### config.mk
export PLATFORM = sky130hd
export DESIGN_NAME = uart_tx
export DESIGN_NICKNAME = d
export VERILOG_FILES = /design/src/rtl/uart_tx.sv
export SDC_FILE = /design/constraint.sdc
export NUM_CORES = 1
export LEC_CHECK = 0
export BUFFER_PORTS_ARGS = -buffer_cell sky130_fd_sc_hd__buf_2
export CAP_MARGIN = 40
export CORE_MARGIN = 5
export CORE_UTILIZATION = 55
export CTS_BUF_LIST = sky130_fd_sc_hd__clkbuf_4
export CTS_CLUSTER_DIAMETER = 150
export CTS_CLUSTER_SIZE = 20
export DETAILED_ROUTE_END_ITERATION = 12
export GPL_TIMING_DRIVEN = 0
export PLACE_DENSITY = 0.72
export SLEW_MARGIN = 20
export SYNTH_ARGS = -nofsm -noshare
export SYNTH_HDL_FRONTEND = slang
export SYNTH_SLANG_ARGS = --single-unit
### constraint.sdc
create_clock -name clk -period 3.9 [get_ports clk]
set_input_delay 0.78 -clock clk [delete_from_list [all_inputs] [get_ports clk]]
set_output_delay 0.78 -clock clk [all_outputs]
set_load 0.02 [all_outputs]
### src/rtl/uart_tx.sv
// rtl/uart_tx.sv - 8N1 UART transmitter with TX FIFO, run flag and selectable bit divider
module uart_tx #(
    parameter int FIFO_DEPTH = 8,
    parameter int DIV_B0     = 868,
    parameter int DIV_B1     = 434,
    parameter int DIV_B2     = 217,
    parameter int DIV_B3     = 108
) (
    input  logic       clk,
    input  logic       rst,
    input  logic [7:0] fifo_wdata,
    input  logic       fifo_wen,
    output logic       fifo_wready,
    input  logic [1:0] baud,
    input  logic       txen,
    input  logic       txst,
    output logic       busy,
    output logic       txf,
    output logic       tx_int,
    output logic       txd
);

    localparam int AW = $clog2(FIFO_DEPTH);

    typedef enum logic [1:0] {IDLE, START, DATA, STOP} state_t;

    state_t        state, state_next;
    logic [7:0]    mem [FIFO_DEPTH];
    logic [AW-1:0] wptr, rptr;
    logic [AW:0]   count;
    logic          run;
    logic [15:0]   timer;
    logic [15:0]   div_lat;
    logic [15:0]   div_m1;
    logic [2:0]    bit_cnt;
    logic [7:0]    shreg;

    logic full, empty, push, pop, bit_end, go, frame_end;

    assign full        = (count == (AW+1)'(FIFO_DEPTH));
    assign empty       = (count == '0);
    assign fifo_wready = !full;
    assign txf         = full;
    // Push uses the pre-pop full flag: a full FIFO never accepts in the pop cycle.
    assign push        = fifo_wen && !full;
    assign bit_end     = (timer == 16'd0);
    assign go          = run && txen && !empty;
    assign busy        = (state != IDLE);

    always_comb begin
        div_m1 = 16'(DIV_B0 - 1);
        case (baud)
            2'd0:    div_m1 = 16'(DIV_B0 - 1);
            2'd1:    div_m1 = 16'(DIV_B1 - 1);
            2'd2:    div_m1 = 16'(DIV_B2 - 1);
            default: div_m1 = 16'(DIV_B3 - 1);
        endcase
    end

    always_comb begin
        state_next = state;
        pop        = 1'b0;
        frame_end  = 1'b0;
        case (state)
            IDLE: begin
                if (go) begin
                    state_next = START;
                    pop        = 1'b1;
                end
            end
            START: begin
                if (bit_end) state_next = DATA;
            end
            DATA: begin
                if (bit_end && bit_cnt == 3'd7) state_next = STOP;
            end
            STOP: begin
                if (bit_end) begin
                    frame_end = 1'b1;
                    if (go) begin
                        state_next = START;
                        pop        = 1'b1;
                    end else begin
                        state_next = IDLE;
                    end
                end
            end
            default: state_next = IDLE;
        endcase
    end

    assign tx_int = frame_end && empty && !push;

    always_comb begin
        txd = 1'b1;
        case (state)
            START:   txd = 1'b0;
            DATA:    txd = shreg[0];
            default: txd = 1'b1;
        endcase
    end

    always_ff @(posedge clk) begin
        if (push) mem[wptr] <= fifo_wdata;
    end

    always_ff @(posedge clk or posedge rst) begin
        if (rst) begin
            state   <= IDLE;
            wptr    <= '0;
            rptr    <= '0;
            count   <= '0;
            run     <= 1'b0;
            timer   <= '0;
            div_lat <= '0;
            bit_cnt <= '0;
            shreg   <= '0;
        end else begin
            state <= state_next;

            if (push) wptr <= wptr + 1'b1;
            if (pop)  rptr <= rptr + 1'b1;
            case ({push, pop})
                2'b10:   count <= count + 1'b1;
                2'b01:   count <= count - 1'b1;
                default: count <= count;
            endcase

            // Frame end with nothing left to send drops run, as does txen low between frames.
            if (txst && txen)
                run <= 1'b1;
            else if (tx_int || (!txen && (state == IDLE || frame_end)))
                run <= 1'b0;

            if (pop) begin
                div_lat <= div_m1;
                timer   <= div_m1;
                shreg   <= mem[rptr];
                bit_cnt <= '0;
            end else if (state != IDLE) begin
                if (bit_end) begin
                    timer <= div_lat;
                    if (state == DATA) begin
                        shreg   <= shreg >> 1;
                        bit_cnt <= bit_cnt + 1'b1;
                    end
                end else begin
                    timer <= timer - 1'b1;
                end
            end
        end
    end

endmodule
Word level (Yosys, flattened, before mapping)
Memories as Yosys holds them, arrays and structs flattened. Index checks and enable logic that the tools add are counted.

Flip-flop bits (word level): 56. RAM bits: 64. Output and inout bits: 5. Memories kept: 1.

Add/subtract/negate cells: 6. Equal/unequal tests: 13. Mux-type cells: 29. Reductions and logical operators: 26.

Memory list: mem (depth 8, width 8, read ports 1, clocked after Yosys merged registers in 0, write ports 1, line 28) `logic [7:0] mem [FIFO_DEPTH];`.

Operators with widths (count): 16-bit 2-to-1 mux (3); 8-bit 2-to-1 mux (4); 10-bit case mux with 3 select lines (1); 16-bit logical NOT (1); 16-bit by 1-bit subtractor with 16-bit output, second input constant (1); 3-bit 2-to-1 mux (4); 2-bit nonzero test (6); 3-bit by 1-bit adder with 3-bit output, second input constant (3); 1-bit 2-to-1 mux (9); 2-bit equality test, second input constant (4); 1-bit logical AND (8); 2-bit 2-to-1 mux (4); 2-bit != test, second input constant (4); 2-bit case mux with 4 select lines (1); 4-bit case mux with 2 select lines (1); 2-bit by 1-bit equality test with 1-bit output, second input constant (3); 4-bit by 1-bit adder with 4-bit output, second input constant (1); 4-bit equality test, second input constant (1); 1-bit logical NOT (4); 2-bit logical NOT (2); 4-bit logical NOT (1); 1-bit case mux with 2 select lines (2); 4-bit AND reduction (1); 4-bit by 1-bit subtractor with 4-bit output, second input constant (1); other kinds (3) (4).

Logic depth before layout (Yosys ltp)
Gate-level depths: netlist of run 1.

Word-level depth: 8. Mapped depth: 15. Gate-level depth less buffers: 14.

Least setup slack after synthesis of run 1
No wires, ideal clock.

Path type: register to register. From: register timer[0]. To: register count[2]. Library setup time: 0.080 ns. Arrival time: 3.361 ns. Data required time: 3.820 ns. Setup slack: 0.459 ns. Cell stages (with the launch flop): 16. Path buffers: 1. Period minus slack after synthesis: 3.441 ns. Path through: dfrtp_1 inv_1 ha_1 or4b_4 or4_4 o21ai_4 nand2_4 inv_6 buf_12 ha_1 xor2_1 ha_1 a41o_1 a41oi_1 mux2i_1 xnor2_1.

Longest elaborated chain between the ends: 5. Elaborated cells on any way between the ends: 7. Those cells by class: 2 x eq/ne; 3 x mux; 2 x reduce/logical.

RTL lines: start: declaration (line 32) `logic [15:0] timer;`; start signal: assignment (line 137) `timer <= div_m1;`; start signal: assignment (line 142) `timer <= div_lat;`; start signal: assignment (line 148) `timer <= timer - 1'b1;`; 16-bit logical NOT * (line 46) `assign bit_end = (timer == 16'd0);`; 1-bit 2-to-1 mux * (line 78) `if (bit_end) begin`; 1-bit case mux with 2 select lines * (line 64) `case (state)`; via pop (line 38) `logic full, empty, push, pop, bit_end, go, frame_end;`; 2-bit by 1-bit equality test with 1-bit output or 2-bit equality test (tied branches) (line 123) `case ({push, pop})`; 4-bit case mux with 2 select lines or 2-bit nonzero test (tied branches); end signal: assignment (line 124) `2'b10: count <= count + 1'b1;`; end signal: assignment (line 125) `2'b01: count <= count - 1'b1;`; end signal: assignment (line 126) `default: count <= count;`; end: declaration (line 30) `logic [AW:0] count;`.

The timed path passes the listed nets; every way through them passes the cells marked *. A chain may end at the register's enable or synchronous reset.

Final worst setup path of run 1
Same ends and word-level chain as after synthesis.

==> impl_metrics.ini, run 1 <==
[run_status]
status = finished, final reports clean

[synthesis]
synth_nets = 420
synthesis.area_um2 = 5340
async_flop_share = 0.423
syn_avg_cell_area_um2 = 13.8
yosysSeqAreaShare = 0.580
synth_cells = 386
synth_edf_count = 64
ys_seq_elements = 111
yosys.cell_types.count = 69
synth.yosys.warnings = 0
synthFlopType = edfxtp_1

[floorplanning]
core_um2 = 9640
start_util = 0.554
fp-row-count = 36
die_x_um = 109
io_pins = 20
die_h_um = 109
die-area_um2 = 11800

[pwr]
p_per_area_nw_per_um2 = 720
ir_worst_vdd_mv = 0.322
total_leakage_power_nw = 2.33
total_power_w = 0.00425

[clock_tree]
postCtsHoldBufs = 0
cts.reportedPaths.clkPinSlew_ns = 0.19
cts_buffer_depth = 2
insertion_delay_ns = 0.47
cts.root.buffer_cell = clkbuf_4
htreeDepth = 3
cts.sink_count = 111
numCtsBuffers = 9
cts_tree = yes

[worst_setup_path]
critPathSlowestCell = or4_4
max_stage_delay_ns = 0.58
worstPathRequired_ns = 4.29
cpMostUsedCell = ha_1
crit_chain = inv_1 -> ha_1 -> or4b_4 -> or4_4 -> o21ai_4 -> nand2_4 -> inv_6 -> buf_12 -> ha_2 -> xor2_1 -> ha_1 -> a41o_1 -> a41oi_2 -> mux2i_1 -> xnor2_1
crit_path_end_kind = flop
critPathKind = flop to flop
path_delay_family = simple AND/OR/NAND/NOR gates
crit_cells = 15
path_max_fanout = 10
arrival_ns = 4.11
rr_worst_depth = 15
critPathBufInv = 3
cp-start-kind = flop

[hold_path]
hold_class = input pin to async pin

[routing]
routed_wirelength_um = 10500
vias = 3272
drc = 0
drt_first_pass_iters = 5
vias_per_cell = 5.79
ant_nets = 0
wl_per_cell_um = 18.6
drtIter0Drc = 231

[sta]
finalSetupTns_ns = 0
hold_viol = 0
finalSetupViolCount = 0
maxSlewViolCount = 0
finalCritPeriodShare = 0.952
finClkSkew_ns = 0.0206
fmax_mhz = 269
min_period_ns = 3.71
relSlewSlack = 0.468
rsz0062_at_grt = no
tightest_slew_ns = 0.794

[cells_and_area]
drive_gt1_frac = 0.234
fin_nets = 460
stdcell_area_um2 = 5900
area_growth_pct = 10.5

[job]
max_cap_violations = 0

[global_route]
grt_start_max_net_pins = 33
grt_first_pass_wirelength_um = 17100
grt_antenna_before_repair = 1
grt_usage = 0.194
grt_overflow = 0
first_global_vias = 3358

[place]
place_congestion = 0.859
dpl_cell_area_um2 = 5690
post-dp-hpwl_um = 7480
port_buffers = 19
[layer usage]
metal / routed length, µm / GRT usage / up-vias / part of all wire
li1: - / - / 1551 / -
met1: 4350 / 0.235 / 1639 / 0.41
met2: 5530 / 0.339 / 71 / 0.53
met3: 458 / 0.0400 / 11 / 0.044
met4: 184 / 0.0775 / 0 / 0.017
met5: 0 / 0 / - / 0
[cell families (layout without fill, tap and decap cells)]
family | after synthesis | after routing | share of synthesized area
AO/OA/AOI/OAI | 54 | 54 | 0.0767
XOR/XNOR | 18 | 18 | 0.0295
adder cells (fa/ha/maj) | 19 | 19 | 0.0445
buffers and inverters | 30 | 75 | 0.0331
flip-flops | 111 | 111 | 0.580
multiplexers | 47 | 47 | 0.127
other | 0 | 1 | 0
AND/OR/NAND/NOR | 107 | 107 | 0.109
[final cells by class]
| cell class | count | area [µm²] |
|---|---|---|
| clock buffer | 9 | 67.6 |
| buffer | 17 | 123 |
| multi-input combinational | 245 | 2100 |
| antenna | 1 | 2.50 |
| timing repair buffer | 29 | 179 |
| sequential | 111 | 3100 |
| fill | 786 | 3740 |
| tap | 133 | 166 |
| inverter | 13 | 53.8 |
| clock inverter | 7 | 110 |
[worst register-to-register path: stages (launching register included)]
cell,delay [ns]
dfrtp_1,0.44
inv_1,0.12
ha_1,0.16
or4b_4,0.48
or4_4,0.58
o21ai_4,0.20
nand2_4,0.12
inv_6,0.12
buf_12,0.14
ha_2,0.23
xor2_1,0.08
ha_1,0.19
a41o_1,0.21
a41oi_2,0.18
mux2i_1,0.25
xnor2_1,0.14
[final timing paths]
kind                            start  slack [ns]         end
min reg2reg                div_lat[3]        0.51  div_lat[3]
max                          timer[0]        0.19    count[2]
max reg2reg                  timer[0]        0.19    count[2]
min                               rst        0.24    shreg[4]
max in group asynchronous         rst        3.15    count[0]
min in group clk           div_lat[3]        0.51  div_lat[3]
[placed cells by master (no fill, tap or decap), types with 7 or more instances in the layout]
cell / count
a21oi_1: 9
nor2_1: 30
dfrtp_1: 47
clkbuf_4: 9
o21ai_0: 9
mux4_2: 16
inv_1: 10
nand2_1: 15
edfxtp_1: 64
ha_1: 18
nand3_1: 7
xnor2_1: 8
buf_2: 22
xor2_1: 10
buf_4: 9
nor4_1: 7
mux2i_1: 26
[metrics by stage]
stage | hold WS (ns) | util | setup WS [ns] | instances
final | 0.238 | 0.612 | 0.186 | 565
after global routing | 0.240 | 0.612 | 0.00453 | 565
after CTS | 0.215 | 0.609 | 0.0690 | 562
after detailed placement | 0.475 | 0.590 | 0.0211 | 545
after global placement | 0.468 | 0.581 | 0.124 | 538
after floorplan | 0.457 | - | 0.459 | 386
[Yosys cell counts (2+ instances only)]
cell type  instances  area, µm²
mux2_2             5       56.3
nand3_1            7       35.0
nor2b_1            2       12.5
a21oi_1            9       45.0
a31oi_1            3       18.8
o21ai_4            2       32.5
mux2i_1           26        260
nand3b_1           3       22.5
clkbuf_1           5       18.8
or4_4              2       22.5
nor3_1            10       50.1
edfxtp_1          64       1920
nand4_1            5       31.3
nand2_1           15       56.3
mux4_2            16        360
nor2_1            30        113
nand2b_1           4       25.0
xnor2_1            8       70.1
or3_1              3       18.8
xor2_1            10       87.6
buf_2              3       15.0
dfrtp_1           47       1180
a2bb2oi_1          2       17.5
o31ai_1            2       15.0
a221o_1            2       20.0
inv_1             11       41.3
nand4b_1           2       17.5
a31o_2             2       17.5
o211ai_1           4       30.0
o21ai_0            9       45.0
and3_1             3       18.8
nor4_1             8       50.1
clkbuf_2           2       10.0
buf_6              2       22.5
or4_1              2       15.0
ha_1              19        238
a21o_2             2       17.5
o211a_1            2       20.0
o31a_1             3       26.3
[report_power, final]
part	internal (W)	switching (W)	total, W
Clock	0.000222	0.000419	0.000641
Combinational	0.000818	0.000967	0.00178
Sequential	0.00158	0.000245	0.00182
[repair_timing]
action                                 4_1_cts  5_1_grt
buffers inserted                             1        1
gates resized for setup                      0        2
endpoints found under the hold margin        0        0
setup endpoints to repair                    1        1
pin swaps                                    1        1
[registers in the layout, summed over array words and instances, names as in the netlist]
| name | flops |
|---|---|
| bit_cnt | 3 |
| rptr | 3 |
| wptr | 3 |
| run | 1 |
| div_lat | 7 |
| mem | 64 |
| timer | 16 |
| shreg | 8 |
| count | 4 |
| state | 2 |
Power figures use the tool's default switching activity.
==> run 2, diff against run 1 <==
--- a/config.mk
+++ b/config.mk
@@ -14,7 +14,7 @@
 export CTS_CLUSTER_SIZE = 20
 export DETAILED_ROUTE_END_ITERATION = 12
 export GPL_TIMING_DRIVEN = 0
-export PLACE_DENSITY = 0.72
+export PLACE_DENSITY = 0.75
 export SLEW_MARGIN = 20
 export SYNTH_ARGS = -nofsm -noshare
 export SYNTH_HDL_FRONTEND = slang
==> constraint.sdc (replaced) <==
create_clock -name clk -period 3.4 [get_ports clk]
set_input_delay 0.68 -clock clk [delete_from_list [all_inputs] [get_ports clk]]
set_output_delay 0.68 -clock clk [all_outputs]
set_load 0.02 [all_outputs]
==> run 2 against run 1 <==
Against the previous run: non-clock buffer count rose by 3; first-iteration DRC count fell by 21%; sequential power rose by 14%.
==> impl_metrics.ini, run 2 (same netlist as run 1, synthesis figures left out) <==
[floorplanning]
core_um2 = 9640
fp-row-count = 36
die_h_um = 109
die-area_um2 = 11800
io_pins = 20
start_util = 0.554
die_x_um = 109

[worst_setup_path]
setup.worst_path.end = count[2]
critPathBufInv = 2
cpMostUsedCell = ha_1
arrival_ns = 3.73
crit_cells = 14
worstPathRequired_ns = 3.82
crit_path_end_kind = flop
path_delay_family = simple AND/OR/NAND/NOR gates
critPathSlowestCell = or4_4
path_max_fanout = 11
worstReg2RegEnd = count[2]
critPathKind = flop to flop
r2r-start = timer[0]
cp-start-kind = flop
rr_worst_depth = 14
regToRegSetupSlack_ns = 0.09
crit_start = timer[0]
max_stage_delay_ns = 0.53
crit_chain = inv_2 -> ha_1 -> or4b_4 -> or4_4 -> o21ai_4 -> nand2_4 -> inv_8 -> ha_4 -> xor2_1 -> ha_1 -> a41o_1 -> a41oi_2 -> mux2i_1 -> xnor2_1

[sta]
min_period_ns = 3.31
maxSlewViolCount = 0
tightest_slew_ns = 0.824
finClkSkew_ns = 0.0212
fmax_mhz = 302
relSlewSlack = 0.449
finalSetupViolCount = 0
hold_viol = 0
finalCritPeriodShare = 0.974

[cells_and_area]
final_common_cell = edfxtp_1
insertedDiodeCount = 0
stdcell_area_um2 = 5900
fill_cells = 759
top_register = mem
area_growth_pct = 10.5
final_util = 0.612
final_cell_mix = edfxtp_1, dfrtp_1, nor2_1
reg.largest.list = mem: 64 flops, timer: 16 flops, shreg: 8 flops
largest_reg_flops = 64
drive_gt1_frac = 0.244
fin_nets = 463

[pwr]
p_per_area_nw_per_um2 = 815
total_leakage_power_nw = 2.34
ir_worst_vdd_mv = 0.356

[global_route]
grt_overflow = 0
grt_first_pass_wirelength_um = 17300
grt_start_max_net_pins = 27
first_global_vias = 3389
grt_usage = 0.193
grt_antenna_before_repair = 0

[routing]
drt_first_pass_iters = 4
vias_per_cell = 5.71
drc = 0
ant_nets = 0
wl_per_cell_um = 18.1
routed_wirelength_um = 10300
vias = 3236
drtIter0Drc = 183

[clock_tree]
insertion_delay_ns = 0.47
cts_tree = yes
numCtsBuffers = 9
postCtsHoldBufs = 0
cts.root.buffer_cell = clkbuf_4
cts.reportedPaths.clkPinSlew_ns = 0.20
htreeDepth = 3
cts_buffer_depth = 2
cts.sink_count = 111

[place]
post-dp-hpwl_um = 7360
place_congestion = 0.831
dpl_cell_area_um2 = 5700
port_buffers = 19

[hold_path]
hold_class = input pin to async pin

[run_status]
status = finished, final reports clean

[job]
max_cap_violations = 0
run 2: worst min-delay path by stage:
stage	startpoint	endpoint	slack [ns]	depth (start not counted)
final	rst	timer[7]	0.27	2
after global routing	rst	shreg[3]	0.28	2
after CTS	rst	timer[7]	0.26	2
after detailed placement	div_lat[7]	div_lat[7]	0.47	1
after global placement	div_lat[7]	div_lat[7]	0.47	1
after floorplan	div_lat[7]	div_lat[7]	0.46	1
run 2: worst register-to-register path: stages (launching register included):
cell and delay, ns:
dfrtp_1 0.44, inv_2 0.08, ha_1 0.13, or4b_4 0.48, or4_4 0.53, o21ai_4 0.22, nand2_4 0.09, inv_8 0.14
ha_4 0.16, xor2_1 0.07, ha_1 0.19, a41o_1 0.22, a41oi_2 0.16, mux2i_1 0.24, xnor2_1 0.13
run 2: layer usage:
metal | vias up | part of all wire | global-route usage
met4 | 0 | 0.011 | 0.0514
met5 | - | 0 | 0
met1 | 1623 | 0.43 | 0.247
met3 | 10 | 0.026 | 0.0418
li1 | 1555 | - | -
met2 | 48 | 0.53 | 0.335
run 2: final cells by class:
type | count | area [µm²] | area share
tap | 133 | 166 | 0.0282
sequential | 111 | 3100 | 0.525
clock inverter | 7 | 81.3 | 0.0138
timing repair buffer | 33 | 218 | 0.0369
multi-input combinational | 245 | 2110 | 0.358
buffer | 16 | 103 | 0.0174
clock buffer | 9 | 67.6 | 0.0115
inverter | 13 | 56.3 | 0.00954
run 2: report_power, final:
group          switching, W  internal, W  leakage [nW]
registers          0.000270      0.00181          1.16
logic               0.00110     0.000951          1.11
clock network      0.000493     0.000184        0.0809
run 2: stage by stage:
stage          worst slack (ns)  hold WS (ns)  total power [W]  std cells  TNS [ns]
6_report                 0.0896         0.265          0.00481        567         0
5_1_grt                -0.00311         0.283          0.00515        567  -0.00311
4_1_cts                  0.0175         0.257          0.00484        566         0
3_5_place_dp             -0.283         0.472          0.00413        544    -0.283
3_3_place_gp             -0.253         0.468          0.00401        538    -0.253
2_1_floorplan            0.0657         0.457          0.00360        386         0
run 2: repair_timing:
item                                    CTS  global route
gates resized for setup                   2             1
endpoints found under the setup margin    1             1
gates cloned                              0             0
pin swaps                                 2             2
buffers inserted                          6             2
